### src/rtl/fft_din_pingpong.sv
// fft_din_pingpong
// Two-frame ping-pong buffer between the USB interface and the FFT core.
// Whole frames of 2^NPOINT complex samples are accepted on a valid/busy
// handshake, held in two banks, and presented in arrival order to the FFT
// core on a second valid/busy handshake. Delivery is withheld until the full
// twiddle-weight set has been counted, so the core never starts on stale
// weights; acceptance of frames is not gated.
//
// Ports
//   clk, rst                  clock, asynchronous active-high reset
//   weight_valid              one pulse per complex weight sent to the core
//   weight_clear              restart the weight count (new load follows)
//   weight_done               full weight set received
//   din_valid / din_busy      upstream handshake
//   din_real / din_imag       input frame, sample k at [k*DW +: DW]
//   dout_valid / dout_busy    downstream handshake
//   dout_real / dout_imag     output frame, same packing
//   level                     frames stored (0..2)
//   frame_cnt                 frames delivered downstream, wraps mod 2^16
module fft_din_pingpong #(
    parameter int NPOINT = 3,
    parameter int DW     = 16
) (
    input  logic                        clk,
    input  logic                        rst,
    input  logic                        weight_valid,
    input  logic                        weight_clear,
    output logic                        weight_done,
    input  logic                        din_valid,
    output logic                        din_busy,
    input  logic [DW*(2**NPOINT)-1:0]   din_real,
    input  logic [DW*(2**NPOINT)-1:0]   din_imag,
    output logic                        dout_valid,
    input  logic                        dout_busy,
    output logic [DW*(2**NPOINT)-1:0]   dout_real,
    output logic [DW*(2**NPOINT)-1:0]   dout_imag,
    output logic [1:0]                  level,
    output logic [15:0]                 frame_cnt
);

    localparam int FW         = DW * (2**NPOINT);
    localparam int WEIGHT_NUM = NPOINT * (2**(NPOINT-1));
    localparam int WCW        = $clog2(WEIGHT_NUM + 1);

    logic [FW-1:0]  bank_real_reg [2];
    logic [FW-1:0]  bank_imag_reg [2];
    logic           wr_ptr_reg;
    logic           rd_ptr_reg;
    logic [1:0]     level_reg;
    logic [1:0]     level_next;
    logic [WCW-1:0] weight_cnt_reg;
    logic [WCW-1:0] weight_cnt_next;
    logic           weight_done_reg;
    logic           weight_done_next;
    logic           din_busy_reg;
    logic           dout_valid_reg;
    logic [15:0]    frame_cnt_reg;
    logic           in_xfer;
    logic           out_xfer;

    always_comb begin
        in_xfer  = din_valid && !din_busy_reg;
        out_xfer = dout_valid_reg && !dout_busy;

        // Clear wins over a coincident weight pulse; the count saturates at
        // the full set so extra pulses cannot wrap it back below done.
        weight_cnt_next = weight_cnt_reg;
        if (weight_clear) begin
            weight_cnt_next = '0;
        end else if (weight_valid && (weight_cnt_reg != WCW'(WEIGHT_NUM))) begin
            weight_cnt_next = weight_cnt_reg + WCW'(1);
        end
        weight_done_next = (weight_cnt_next == WCW'(WEIGHT_NUM));

        level_next = level_reg;
        if (in_xfer && !out_xfer) begin
            level_next = level_reg + 2'd1;
        end else if (out_xfer && !in_xfer) begin
            level_next = level_reg - 2'd1;
        end
    end

    // One storage bank per pointer value; a bank is only ever written while
    // it is free, so the bank being presented downstream never changes.
    genvar gi;
    generate
        for (gi = 0; gi < 2; gi++) begin : g_bank
            always_ff @(posedge clk or posedge rst) begin
                if (rst) begin
                    bank_real_reg[gi] <= '0;
                    bank_imag_reg[gi] <= '0;
                end else if (in_xfer && (wr_ptr_reg == 1'(gi))) begin
                    bank_real_reg[gi] <= din_real;
                    bank_imag_reg[gi] <= din_imag;
                end
            end
        end
    endgenerate

    always_ff @(posedge clk or posedge rst) begin
        if (rst) begin
            wr_ptr_reg      <= 1'b0;
            rd_ptr_reg      <= 1'b0;
            level_reg       <= 2'd0;
            weight_cnt_reg  <= '0;
            weight_done_reg <= 1'b0;
            din_busy_reg    <= 1'b0;
            dout_valid_reg  <= 1'b0;
            frame_cnt_reg   <= 16'd0;
        end else begin
            if (in_xfer) begin
                wr_ptr_reg <= ~wr_ptr_reg;
            end
            if (out_xfer) begin
                rd_ptr_reg    <= ~rd_ptr_reg;
                frame_cnt_reg <= frame_cnt_reg + 16'd1;
            end
            level_reg       <= level_next;
            weight_cnt_reg  <= weight_cnt_next;
            weight_done_reg <= weight_done_next;
            // Both handshake outputs are registered from next-state values so
            // they line up with the storage update on the same edge.
            din_busy_reg    <= (level_next == 2'd2);
            dout_valid_reg  <= weight_done_next && (level_next != 2'd0);
        end
    end

    assign weight_done = weight_done_reg;
    assign din_busy    = din_busy_reg;
    assign dout_valid  = dout_valid_reg;
    assign dout_real   = bank_real_reg[rd_ptr_reg];
    assign dout_imag   = bank_imag_reg[rd_ptr_reg];
    assign level       = level_reg;
    assign frame_cnt   = frame_cnt_reg;

endmodule
### config.mk
export PLATFORM = sky130hd
export DESIGN_NAME = fft_din_pingpong
export DESIGN_NICKNAME = d
export VERILOG_FILES = /design/src/rtl/fft_din_pingpong.sv
export SDC_FILE = /design/constraint.sdc
export NUM_CORES = 1
export LEC_CHECK = 0
export CAP_MARGIN = 20
export CELL_PAD_IN_SITES_DETAIL_PLACEMENT = 0
export CELL_PAD_IN_SITES_GLOBAL_PLACEMENT = 2
export CORE_ASPECT_RATIO = 0.7
export CORE_MARGIN = 1.5
export CORE_UTILIZATION = 36
export DETAILED_ROUTE_END_ITERATION = 10
export PLACE_DENSITY_LB_ADDON = 0.1
export SLEW_MARGIN = 20
export SYNTH_ARGS = -nofsm -noshare
export SYNTH_HDL_FRONTEND = slang
export SYNTH_SLANG_ARGS = --single-unit
### constraint.sdc
create_clock -name clk -period 24.7 [get_ports clk]
set_clock_uncertainty 0.1 [all_clocks]
set_input_delay 3.705 -clock clk [delete_from_list [all_inputs] [get_ports clk]]
set_output_delay 3.705 -clock clk [all_outputs]
set_load 0.005 [all_outputs]
==> key figures <==
Hold path
  • Hold Path Depth: 1
  • Worst min-delay path category: reg -> reg

Finish
  • Final cell count without fillers: 2956
  • Nets: 2277
  • Area growth syn-to-layout: 32.9%
  • Share of cells above drive strength 1: 0.329
  • Final core utilization: 0.484
  • Final instance area: 32200 sq um
  • Most frequent cells in the layout: dfrtp_1, clkdlybuf4s50_1, mux2_2

Global routing
  • Tot GR Track Use: 0.180
  • First-pass GRT wire length: 95400 microns
  • GRT Residual Overflow: 0
  • Largest net degree at the start of global routing: 143
  • Initial antenna violation count: 16
  • Vias in the first global route: 15500

Timing
  • Final Critical Period: 7870 ps
  • Endpoints failing setup: 0
  • Relative slew slack: 0.285
  • RSZ-0062 raised after global routing: no
  • Final hold violation count: 0
  • Worst-margin pin slew: 1070 ps
  • Pins Over Slew Limit: 0
  • Post-route setup TNS: 0 ps
  • Crit share post-route: 0.319
  • Highest clock rate: 0.127 GHz

Clock tree
  • Resized cells post-CTS: 0
  • Hold buffers post-CTS: 0
  • Post-CTS Setup Inserts: 0
  • CTS tree: done
  • Clock Path Buffers: 3
  • H-tree depth: 2
  • Later-pin clock latency in the skew report: 610 ps
  • Num CTS Buffers: 56
  • Clock root buffer master: clkbuf_16
  • Clock slew at reported path FFs: 60 ps
  • Clk sink count: 539

Critical path
  • WP data required: 20890 ps
  • Slowest stage delay, CP: 860 ps
  • Startpoint Class: flip-flop
  • Top cell by count, worst path: buf_4
  • Crit-path cells: buf_4 -> buf_4 -> mux2_2 -> clkdlybuf4s50_1
  • Cell with the largest stage delay on the worst path: buf_4
  • Worst Setup End Kind: output pin
  • Setup CP Type: reg -> out
  • Worst reg-to-reg path cell count: 5
  • Max FO, Critical Path: 64
  • Worst path arrival time: 4060 ps

Route
  • Routed wire length: 63100 microns
  • Drt wl/cell: 21.3 microns
  • Via density: 4.75
  • Vias: 14000
  • # DRC: 0
  • Drt pass-1 iters: 4
  • Initial DRC count: 609
  • ANT nets after route: 0

Floorplanning
  • I/O pin total: 539
  • Die area: 68900 sq um
  • Die W: 313 microns
  • Site Rows: 79
  • Initial Utilization: 0.364
  • Core footprint: 66500 sq um
  • Die height: 220 microns

Synth
  • Top FF cell, synth: dfrtp_1
  • Yosys warns: 0
  • Register area share after synthesis: 0.557
  • Post-Syn Nets: 1749
  • Number of synthesized flops with an enable pin: 0
  • Mapped Area: 24200 sq um
  • Fraction of registers with async set/reset: 1.00
  • Seq cells post-synth: 539
  • Yosys cell types: 39
  • Mapped Cells: 1484
  • Syn_area_per_cell: 16.3 sq um

Placement
  • DP Area: 30200 sq um
  • Port Buffer Count: 538
  • Placer Congestion: 0.756
  • Inst Count DP: 2845
  • HPWL after detailed placement: 42300 microns

Power
  • Maximum VDD drop: 0.0000760 V
  • Leakage power total: 13.8 nW
  • P per Cell Area: 124 nW/um^2
  • Pwr Total: 4.00 mW

Run
  • Max-cap violations: 0

Run status
  • Status: completed
-- critical path: cells and delay by family, from the launching register on --
family,cells,cell delay [ps]
buf+inv,3,2200
flops,1,700
mux,1,430
-- cell type report --
cell class | instances | area, sq um
Sequential cell | 539 | 13500
Antenna cell | 9 | 22.5
Clock buffer | 87 | 1700
Tap cell | 891 | 1110
Inverter | 4 | 22.5
Timing Repair Buffer | 556 | 5540
Multi-Input combinational cell | 855 | 10100
Clock inverter | 15 | 228
Fill cell | 5764 | 34300
-- synth_stat cells, types with 2 or more instances --
| cell type | number | share of area |
|---|---|---|
| a21oi_1 | 3 | 0.00062 |
| and2b_1 | 2 | 0.00062 |
| inv_1 | 4 | 0.00062 |
| buf_2 | 29 | 0.0060 |
| o21ai_0 | 3 | 0.00062 |
| ha_1 | 3 | 0.0015 |
| mux2_4 | 216 | 0.13 |
| clkbuf_1 | 3 | 0.00046 |
| and3_1 | 5 | 0.0013 |
| xnor2_1 | 16 | 0.0058 |
| and4_1 | 2 | 0.00072 |
| mux2_2 | 345 | 0.16 |
| mux2_1 | 207 | 0.096 |
| nand4_1 | 4 | 0.0010 |
| nand2b_1 | 2 | 0.00052 |
| nand3_1 | 3 | 0.00062 |
| buf_4 | 27 | 0.0084 |
| xor2_1 | 4 | 0.0014 |
| nand2_1 | 12 | 0.0019 |
| nor3_1 | 3 | 0.00062 |
| dfrtp_1 | 539 | 0.56 |
| buf_6 | 27 | 0.013 |
| nor2_1 | 8 | 0.0012 |
| nor3_2 | 2 | 0.00083 |
-- worst paths after layout --
check | from | end | slack (ps)
setup / recovery | rd_ptr_reg$_DFFE_PP0P_ | dout_real[123] | 16830
hold / removal | frame_cnt[15]$_DFFE_PP0P_ | frame_cnt[15]$_DFFE_PP0P_ | 380
setup reg to reg | din_busy$_DFF_PP0_ | bank_imag_reg[84]$_DFFE_PP0P_ | 20960
hold reg to reg | frame_cnt[15]$_DFFE_PP0P_ | frame_cnt[15]$_DFFE_PP0P_ | 380
max in group asynchronous | rst | rd_ptr_reg$_DFFE_PP0P_ | 18100
min in group asynchronous | rst | bank_real_reg[91]$_DFFE_PP0P_ | 3510
-- power by group --
group	internal, mW	leakage [nW]	switching (mW)
Sequential	1.32	6.39	0.211
Clock	0.532	0.950	0.362
Combinational	1.05	6.50	0.522
Total	2.90	13.8	1.09
-- cell families (layout without fill, tap and decap cells) --
family,Yosys count,in the layout,share of synthesized area
simple gates,52,52,0.0122
mux,769,769,0.391
other cells,0,9,0
xor+xnor,20,20,0.00723
flops,539,539,0.557
compound gates,11,11,0.00320
buf+inv,90,662,0.0280
fa+ha+maj,3,3,0.00155
-- metrics by stage --
stage / setup WS (ps) / hold WS (ps)
floorplan: 5830 / 354
global placement: 17200 / 363
detailed placement: 17190 / 362
CTS: 16710 / 381
global route: 16610 / 395
finish: 16830 / 378
-- routing by layer --
layer,vias up,GRT usage,wire (microns)
li1,6371,-,-
met1,7283,0.222,26200
met2,262,0.305,31800
met3,105,0.0506,3510
met4,14,0.0596,1530
met5,-,0,88
Power figures use the tool's default switching activity.
